--- src/rtl/control_sequencer_pkg.sv ---
// Shared definitions for the control sequencer.
// Holds the instruction layout, the opcode constants and mnemonics, the
// controller state encoding and the next-PC source selection.
package control_sequencer_pkg;

    localparam int INST_W  = 9;
    localparam int OPC_MSB = 8;
    localparam int OPC_LSB = 5;
    localparam int FLD_MSB = 4;
    localparam int FLD_LSB = 0;
    localparam int SUB_BIT = 4;

    localparam logic [3:0] kADD = 4'd0;
    localparam logic [3:0] kXOR = 4'd1;
    localparam logic [3:0] kLSB = 4'd2;
    localparam logic [3:0] kMSB = 4'd3;
    localparam logic [3:0] kLRS = 4'd4;
    localparam logic [3:0] kLDS = 4'd5;
    localparam logic [3:0] kGST = 4'd6;
    localparam logic [3:0] kACC = 4'd7;
    localparam logic [3:0] kENQ = 4'd8;
    localparam logic [3:0] kEQI = 4'd9;
    localparam logic [3:0] kBRC = 4'd10;
    localparam logic [3:0] kBRR = 4'd11;
    localparam logic [3:0] kOPA = 4'd12;
    localparam logic [3:0] kOPB = 4'd13;
    localparam logic [3:0] kOPC = 4'd14;
    localparam logic [3:0] kRST = 4'd15;

    typedef enum logic [3:0] {
        ADD = 4'd0,  XOR = 4'd1,  LSB = 4'd2,  MSB = 4'd3,
        LRS = 4'd4,  LDS = 4'd5,  GST = 4'd6,  ACC = 4'd7,
        ENQ = 4'd8,  EQI = 4'd9,  BRC = 4'd10, BRR = 4'd11,
        OPA = 4'd12, OPB = 4'd13, OPC = 4'd14, RST = 4'd15
    } op_mne;

    typedef enum logic [2:0] {
        ST_IDLE   = 3'd0,
        ST_FETCH  = 3'd1,
        ST_DECODE = 3'd2,
        ST_EXEC   = 3'd3,
        ST_MEM    = 3'd4,
        ST_WB     = 3'd5,
        ST_HALT   = 3'd6
    } ctrl_state_e;

    typedef enum logic [1:0] {
        PC_INC = 2'd0,
        PC_REL = 2'd1,
        PC_REG = 2'd2
    } pc_sel_e;

    // Opcodes 12..14 are reserved and trap as illegal.
    function automatic logic is_illegal(input logic [3:0] op);
        return (op == kOPA) || (op == kOPB) || (op == kOPC);
    endfunction

endpackage

--- src/rtl/control_sequencer_pc_next.sv ---
// Next program counter computation.
// Ports:
//   pc_i        current program counter
//   field_i     instruction field, signed relative offset for PC_REL
//   reg_data_i  register read data, absolute target for PC_REG
//   sel_i       source select (increment, relative, register)
//   pc_next_o   next program counter, wraps modulo 2^PC_W
module pc_next_unit
    import control_sequencer_pkg::*;
#(
    parameter int PC_W = 10
) (
    input  logic [PC_W-1:0] pc_i,
    input  logic [4:0]      field_i,
    input  logic [7:0]      reg_data_i,
    input  pc_sel_e         sel_i,
    output logic [PC_W-1:0] pc_next_o
);

    logic [PC_W-1:0] rel_off;
    logic [PC_W-1:0] reg_tgt;

    // Size casts: signed field sign-extends, unsigned reg data zero-extends,
    // both truncate when PC_W is narrower than the source.
    assign rel_off = PC_W'($signed(field_i));
    assign reg_tgt = PC_W'(reg_data_i);

    always_comb begin
        pc_next_o = pc_i + PC_W'(1);
        case (sel_i)
            PC_REL:  pc_next_o = pc_i + rel_off;
            PC_REG:  pc_next_o = reg_tgt;
            default: pc_next_o = pc_i + PC_W'(1);
        endcase
    end

endmodule

--- src/rtl/control_sequencer.sv ---
// Multi-cycle instruction sequencer: fetch, decode, execute, memory wait and
// write-back, with a retired-instruction counter.
// Ports:
//   clk, rst_n          clock, async active-low reset
//   start_i             start a run from PC 0 (IDLE or HALT only)
//   inst_i              instruction at pc_o
//   cond_i              ALU condition flag for branches
//   reg_data_i          register read data, BRR target
//   mem_ack_i           data memory completion
//   pc_o                fetch address
//   alu_op_o            opcode of the held instruction
//   reg_we_o, acc_we_o, flag_we_o   write enables, WB only
//   mem_req_o, mem_we_o memory request / store
//   busy_o, done_o      running / halted
//   illegal_o           one-cycle pulse on a reserved opcode
//   retired_o           instructions retired since last start
//
// state  | meaning
// IDLE   | waiting for start_i after reset
// FETCH  | latch inst_i into the instruction register
// DECODE | present opcode, trap RST to HALT
// EXEC   | branches resolve, loads/stores go to MEM, ALU ops go to WB
// MEM    | memory request held until mem_ack_i
// WB     | single write-enable pulse, then next instruction
// HALT   | program finished, start_i restarts
module control_sequencer
    import control_sequencer_pkg::*;
#(
    parameter int PC_W  = 10,
    parameter int CNT_W = 16
) (
    input  logic              clk,
    input  logic              rst_n,
    input  logic              start_i,
    input  logic [8:0]        inst_i,
    input  logic              cond_i,
    input  logic [7:0]        reg_data_i,
    input  logic              mem_ack_i,
    output logic [PC_W-1:0]   pc_o,
    output op_mne             alu_op_o,
    output logic              reg_we_o,
    output logic              acc_we_o,
    output logic              flag_we_o,
    output logic              mem_req_o,
    output logic              mem_we_o,
    output logic              busy_o,
    output logic              done_o,
    output logic              illegal_o,
    output logic [CNT_W-1:0]  retired_o
);

    ctrl_state_e       state_q, state_d;
    logic [PC_W-1:0]   pc_q, pc_d;
    logic [INST_W-1:0] ir_q, ir_d;
    logic [CNT_W-1:0]  ret_q, ret_d;

    logic [3:0]        opcode;
    logic [4:0]        field;
    logic              sub;
    pc_sel_e           pc_sel;
    logic [PC_W-1:0]   pc_nxt;
    logic              to_fetch;
    logic              wb_acc;
    logic              wb_flag;

    assign opcode = ir_q[OPC_MSB:OPC_LSB];
    assign field  = ir_q[FLD_MSB:FLD_LSB];
    assign sub    = ir_q[SUB_BIT];

    pc_next_unit #(.PC_W(PC_W)) u_pc_next (
        .pc_i       (pc_q),
        .field_i    (field),
        .reg_data_i (reg_data_i),
        .sel_i      (pc_sel),
        .pc_next_o  (pc_nxt)
    );

    always_comb begin
        state_d  = state_q;
        pc_d     = pc_q;
        ir_d     = ir_q;
        ret_d    = ret_q;
        pc_sel   = PC_INC;
        to_fetch = 1'b0;
        case (state_q)
            ST_IDLE, ST_HALT: begin
                if (start_i) begin
                    pc_d    = '0;
                    ret_d   = '0;
                    state_d = ST_FETCH;
                end
            end
            ST_FETCH: begin
                ir_d    = inst_i;
                state_d = ST_DECODE;
            end
            ST_DECODE: begin
                state_d = (opcode == kRST) ? ST_HALT : ST_EXEC;
            end
            ST_EXEC: begin
                if (opcode == kLDS) begin
                    state_d = ST_MEM;
                end else if (opcode == kBRC) begin
                    pc_sel   = cond_i ? PC_REL : PC_INC;
                    pc_d     = pc_nxt;
                    to_fetch = 1'b1;
                end else if (opcode == kBRR) begin
                    pc_sel   = cond_i ? PC_REG : PC_INC;
                    pc_d     = pc_nxt;
                    to_fetch = 1'b1;
                end else if (is_illegal(opcode)) begin
                    pc_d     = pc_nxt;
                    to_fetch = 1'b1;
                end else begin
                    state_d = ST_WB;
                end
            end
            ST_MEM: begin
                if (mem_ack_i) begin
                    if (sub) begin
                        pc_d     = pc_nxt;
                        to_fetch = 1'b1;
                    end else begin
                        state_d = ST_WB;
                    end
                end
            end
            ST_WB: begin
                pc_d     = pc_nxt;
                to_fetch = 1'b1;
            end
            default: state_d = ST_IDLE;
        endcase
        if (to_fetch) begin
            state_d = ST_FETCH;
            ret_d   = ret_q + CNT_W'(1);
        end
    end

    always_ff @(posedge clk or negedge rst_n) begin
        if (!rst_n) begin
            state_q <= ST_IDLE;
            pc_q    <= '0;
            ir_q    <= '0;
            ret_q   <= '0;
        end else begin
            state_q <= state_d;
            pc_q    <= pc_d;
            ir_q    <= ir_d;
            ret_q   <= ret_d;
        end
    end

    // Exactly one enable in WB: accumulator, flag, otherwise register file.
    assign wb_acc  = (opcode == kACC) || ((opcode == kGST) && sub);
    assign wb_flag = (opcode == kENQ) || (opcode == kEQI);

    assign acc_we_o  = (state_q == ST_WB) && wb_acc;
    assign flag_we_o = (state_q == ST_WB) && wb_flag;
    assign reg_we_o  = (state_q == ST_WB) && !wb_acc && !wb_flag;

    assign mem_req_o = (state_q == ST_MEM);
    assign mem_we_o  = (state_q == ST_MEM) && sub;
    assign illegal_o = (state_q == ST_EXEC) && is_illegal(opcode);
    assign done_o    = (state_q == ST_HALT);
    assign busy_o    = (state_q != ST_IDLE) && (state_q != ST_HALT);

    assign pc_o      = pc_q;
    assign alu_op_o  = op_mne'(opcode);
    assign retired_o = ret_q;

endmodule

--- config.mk ---
export PLATFORM = sky130hd
export DESIGN_NAME = control_sequencer
export DESIGN_NICKNAME = d
export VERILOG_FILES = /design/src/rtl/control_sequencer_pkg.sv /design/src/rtl/control_sequencer_pc_next.sv /design/src/rtl/control_sequencer.sv
export SDC_FILE = /design/constraint.sdc
export NUM_CORES = 1
export LEC_CHECK = 0
export ABC_AREA = 1
export CORE_UTILIZATION = 53
export CTS_CLUSTER_DIAMETER = 40
export DETAILED_ROUTE_END_ITERATION = 10
export GPL_ROUTABILITY_DRIVEN = 0
export HOLD_SLACK_MARGIN = 0.06
export MAX_ROUTING_LAYER = met4
export PLACE_DENSITY = 0.84
export SYNTH_ARGS = -nofsm -noshare
export SYNTH_HDL_FRONTEND = slang
export SYNTH_SLANG_ARGS = --single-unit
--- constraint.sdc ---
create_clock -name clk -period 6.05 [get_ports clk]
set_input_delay 1.21 -clock clk [delete_from_list [all_inputs] [get_ports clk]]
set_output_delay 1.21 -clock clk [all_outputs]
set_load 0.01 [all_outputs]
---- After elaboration in Yosys (flattened, before gate mapping) ----
Cells that the tools add are included.
word-level totals
  output and inout port bits .............. 38
  register bits ........................... 38
  word-level logic and storage cells ...... 97
  input port bits ......................... 22
operators by class
  equal/unequal tests ..................... 32
  add/sub/neg operators ................... 3
  mux-type cells .......................... 35
  reduce and logical (&&, ||, !) cells .... 23
operators with widths
  operator                                                                 count
  10-bit two-way mux                                                       7
  16-bit two-way mux                                                       3
  10-bit one-hot mux with 4 select lines                                   1
  4-bit equality test, second input constant                               8
  3-bit two-way mux                                                        9
  10-bit one-hot mux with 2 select lines                                   1
  3-bit one-hot mux with 6 select lines                                    1
  16-bit by 1-bit adder with 16-bit output, second input constant          1
  4-bit inequality test, second input constant                             4
  4-bit by 3-bit equality test with 1-bit output, second input constant    3
  10-bit by 1-bit adder with 10-bit output, second input constant          1
  10-bit adder                                                             1
  2-bit two-way mux                                                        5
  3-bit equality test, second input constant                               3
  1-bit logical AND                                                        8
  2-bit inequality test, second input constant                             4
  1-bit two-way mux                                                        7
  7-bit AND reduction                                                      1
  3-bit by 2-bit equality test with 1-bit output, second input constant    2
  3-bit by 2-bit inequality test with 1-bit output, second input constant  2
  3-bit inequality test, second input constant                             2
  6-bit AND reduction                                                      1
  1-bit logical OR                                                         4
  2-bit nonzero test                                                       2
  11 further kinds                                                         12

---- Longest topological paths before layout ----
  depth in word-level cells ............... 12
  gate-level depth with buffers ........... 18
  gate-level depth less buffers ........... 18

---- By module ----
Synthesis repeated with hierarchy kept, for this count alone.
second synthesis, totals
  cells, all modules ...................... 397
  area, all modules ....................... 2678.8 um^2
by module, submodules not included
  module             cells each  times used  area an instance (um^2)  sequential area each (um^2)
  control_sequencer  289         1           2108.3                   950.9
  pc_next_unit       108         1           570.5                    0.0

---- Least setup slack after synthesis ----
OpenSTA, ideal clock, no wires.
  kind .................................... input-to-reg
  from .................................... input cond_i
  to ...................................... register pc_q[6], in the netlist pc_o[6]
  arrival time ............................ 2.850 ns
  setup slack ............................. 3.084 ns
  setup time .............................. 0.116 ns
  stages on the path ...................... 12
  path buffers ............................ 0
  required time ........................... 5.934 ns
  path through ............................ nand3_4 or2_2 ha_1 fa_1 a31oi_1 nor2_1 nand2_1 nand3_1 nand2_1 nand3_1 nand2_1 nand2_1
on the way
  longest elaborated chain between the ends .. 12
  elaborated cells between the ends (all ways) .. 16
  those cells by class .................... eq/ne: 2; mux: 14
RTL lines
  item                                                                                   line                             source
  start: declaration                                                                     control_sequencer.sv:36          input logic cond_i,
  2-bit two-way mux                                                                      control_sequencer.sv:108         pc_sel = cond_i ? PC_REG : PC_INC;
  2-bit two-way mux                                                                      control_sequencer.sv:107         end else if (opcode == kBRR) begin
  2-bit two-way mux (*)                                                                  control_sequencer.sv:103         end else if (opcode == kBRC) begin
  2-bit two-way mux (*)                                                                  control_sequencer.sv:101         if (opcode == kLDS) begin
  2-bit two-way mux (*)                                                                  control_sequencer.sv:85          case (state_q)
  2-bit equality test or 2-bit by 1-bit equality test with 1-bit output (tied branches)  control_sequencer_pc_next.sv:30  case (sel_i)
  10-bit one-hot mux with 2 select lines (*)                                             control_sequencer_pc_next.sv:30
  10-bit two-way mux                                                                     control_sequencer.sv:111         end else if (is_illegal(opcode)) begin
  10-bit two-way mux                                                                     control_sequencer.sv:107
  10-bit two-way mux                                                                     control_sequencer.sv:103
  10-bit two-way mux                                                                     control_sequencer.sv:101
  10-bit one-hot mux with 4 select lines (*)                                             control_sequencer.sv:85
  end signal: assignment                                                                 control_sequencer.sv:148         pc_q <= pc_d;
  end: declaration                                                                       control_sequencer.sv:53          logic [PC_W-1:0] pc_q, pc_d;
Mark *: on every way between the ends. The rest lies on a longest branch, timed or not. The select of a mux whose other input is x is not followed.
A chain may end at the register's enable or synchronous reset.

---- Final worst setup path ----
Same ends and word-level chain as after synthesis.

==> results.json <==
{
  "crit_buf_inv": 1,
  "yosys_warnings": 0,
  "ant_nets": 0,
  "final_cell_mix": "nand2_1, clkdlybuf4s50_1, dfrtp_1, inv_1, nor2_1",
  "start_util_pct": 55.3,
  "final_nets": 405,
  "synth_cells": 319,
  "hpwlAfterDp_mm": 4.59,
  "drv_slew": 0,
  "hold_buffers": 0,
  "antenna_found_initial": 0,
  "tightest_slew_ns": 0.848,
  "cts_made_buffers": 5,
  "setup_tns_ns": 0,
  "placed_area_um2": 3010,
  "hold_slack_ns": 0.485,
  "rsz0062_at_grt": "no",
  "synth_largest_area_cell": "dfrtp_1",
  "wl_mm": 6.08,
  "yosys-mux-area-fraction_pct": 0.416,
  "placementRows": 24,
  "status": "finished clean",
  "synthSimpleGateAreaFrac_pct": 31.5,
  "setup_violations": 0,
  "crit_arrival_ns": 3.71,
  "async_reset_ff_share_pct": 100,
  "drt-initial-drc-count": 168,
  "drc": 0,
  "holdPathEnd": "retired_o[15]",
  "clk_latency_ns": 0.29,
  "period_needed_ns": 3.51,
  "period_share_pct": 58.1,
  "syn_avg_cell_area_um2": 7.55,
  "max_freq_mhz": 285,
  "crit_path_max_fanout": 5,
  "cp.depth": 13,
  "io_buffers": 59,
  "slew_headroom_pct": 43.2,
  "ios": 60,
  "synth_ff_type": "dfrtp_1",
  "wl_per_cell_um": 14.1,
  "synthAdderAreaFrac_pct": 3.43,
  "max_cap_violations": 0,
  "synth_edf_count": 0,
  "pwr_density_cell_nw_per_um2": 375,
  "overflow": 0,
  "cp_cell_sequence": "clkdlybuf4s50_1 > nand3_4 > or2_2 > ha_1 > fa_1 > a31oi_1 > nor2_1 > nand2_1 > nand3_1 > nand2_1 > nand3_1 > nand2_1 > nand2_1",
  "clk_pin_slew_ns": 0.08,
  "max_stage_delay_ns": 0.59,
  "crit_slowest_cell": "clkdlybuf4s50_1",
  "synthXorXnorAreaFrac_pct": 1.45,
  "first_global_vias": 2272,
  "htree_levels": 2,
  "dr_total_vias": 2396,
  "synth_seq_area_share_pct": 39.5,
  "synth_fp_nets": 347,
  "cpMostUsedCell": "nand2_1",
  "post_cts_buffers": 0,
  "finalClockSkew_ns": 0.00925,
  "synth_area_leaders": "dfrtp_1, nand2_1, o21ai_0",
  "chipHeight_um": 69.4,
  "ctsResizeCount": 0,
  "r2r-start": "ir_q[7]",
  "syn_area_um2": 2410,
  "r2r_cells": 15,
  "p_leak_uw": 0.00144,
  "stdcell_area_um2": 3120,
  "dp_slack_ns": 2.24,
  "min_path_type": "register to register",
  "track_usage_pct": 27.2,
  "dieArea_um2": 4820,
  "rr_endpoint": "pc_o[6]",
  "critPathLaunchType": "input pin",
  "criticalPathCategory": "input pin to register",
  "coreArea_um2": 4350,
  "setup_slack_ns": 2.54,
  "dr.pass1.iters": 4,
  "dieWidth_um": 69.4,
  "reg2reg_slack_ns": 3.24,
  "root_buffer": "clkbuf_8",
  "grt_pass1_wl_mm": 10.3,
  "cts_tree": "yes",
  "synth_compound_area_share_pct": 15.3,
  "total_power_uw": 1170,
  "synth.distinct_cells": 46,
  "synth_top_family_by_area": "simple AND/OR/NAND/NOR gates",
  "end_kind": "register",
  "hp-start": "retired_o[15]",
  "synthDominantCellAreaShare_pct": 39.5,
  "hold_viol": 0,
  "crit_family": "simple AND/OR/NAND/NOR gates",
  "worstPathRequired_ns": 6.24,
  "cts_buffer_depth": 2,
  "drive_above_1_share_pct": 8.47,
  "hold_path_depth": 1,
  "ys_ff_latch": 38,
  "irDropWorstVdd_mv": 0.190,
  "mostFrequentLayoutCell": "nand2_1",
  "grt_max_degree": 39,
  "syn_to_final_growth_pct": 29.5,
  "clock_sinks": 38,
  "viasPerCell": 5.57,
  "antenna_cells": 0
}
## per-layer routing
layer | global-route usage (%) | share of wire (%) | vias up | wire length [µm]
li1 | - | - | 1178 | -
met1 | 33.4 | 43 | 1127 | 2640
met2 | 44.3 | 49 | 76 | 2960
met5 | - | 0 | - | 0
met3 | 5.67 | 6.0 | 15 | 365
met4 | 9.75 | 1.9 | 0 | 115
## Yosys cell counts, types with 4 or more instances
cell type and instances:
nand2_1 70, dfrtp_1 38, inv_1 37, nor2_1 35, o21ai_0 28, nand3_1 20
a21oi_1 10, nand2_2 7, nand4_1 7, ha_1 5, buf_4 4, o21ai_1 4
## kinds of logic (layout without fill, tap and decap cells)
logic type	count (synthesis)	count (layout)
buf+inv	49	108
mux	1	1
flops	38	38
xor+xnor	4	4
simple gates	159	159
compound gates	62	62
fa+ha+maj	6	6
## through the flow
stage / util, % / cells
after floorplan: - / 319
after global placement: 69.1 / 422
after detailed placement: 69.1 / 422
after CTS: 71.6 / 430
after global routing: 71.6 / 430
final: 71.6 / 430
## final cells by class
type	count	area (µm²)
Multi-Input combinational cell	232	1250
Clock inverter	3	40.0
Clock buffer	5	68.8
Tap cell	52	65.1
Timing Repair Buffer	59	586
Fill cell	355	1230
Inverter	41	154
Sequential cell	38	951
## worst max-delay path by stage
stage,startpoint,end
floorplan,cond_i,pc_o[6]
detailed placement,cond_i,pc_o[6]
global placement,cond_i,pc_o[6]
CTS,cond_i,pc_o[6]
finish,cond_i,pc_o[6]
global route,cond_i,pc_o[6]
## power by group
group	internal (µW)	switching, µW	leakage [µW]	total, µW
Combinational	219	321	0.000876	541
Sequential	327	86.6	0.000507	414
Clock	121	95.0	0.0000579	216
Total	668	503	0.00144	1170
## state kept, by name (all words and copies together), names as in the netlist
| register | count |
|---|---|
| pc_o | 10 |
| retired_o | 16 |
| ir_q | 9 |
| state_q | 3 |
No activity file was read; power rests on OpenSTA's default activity.
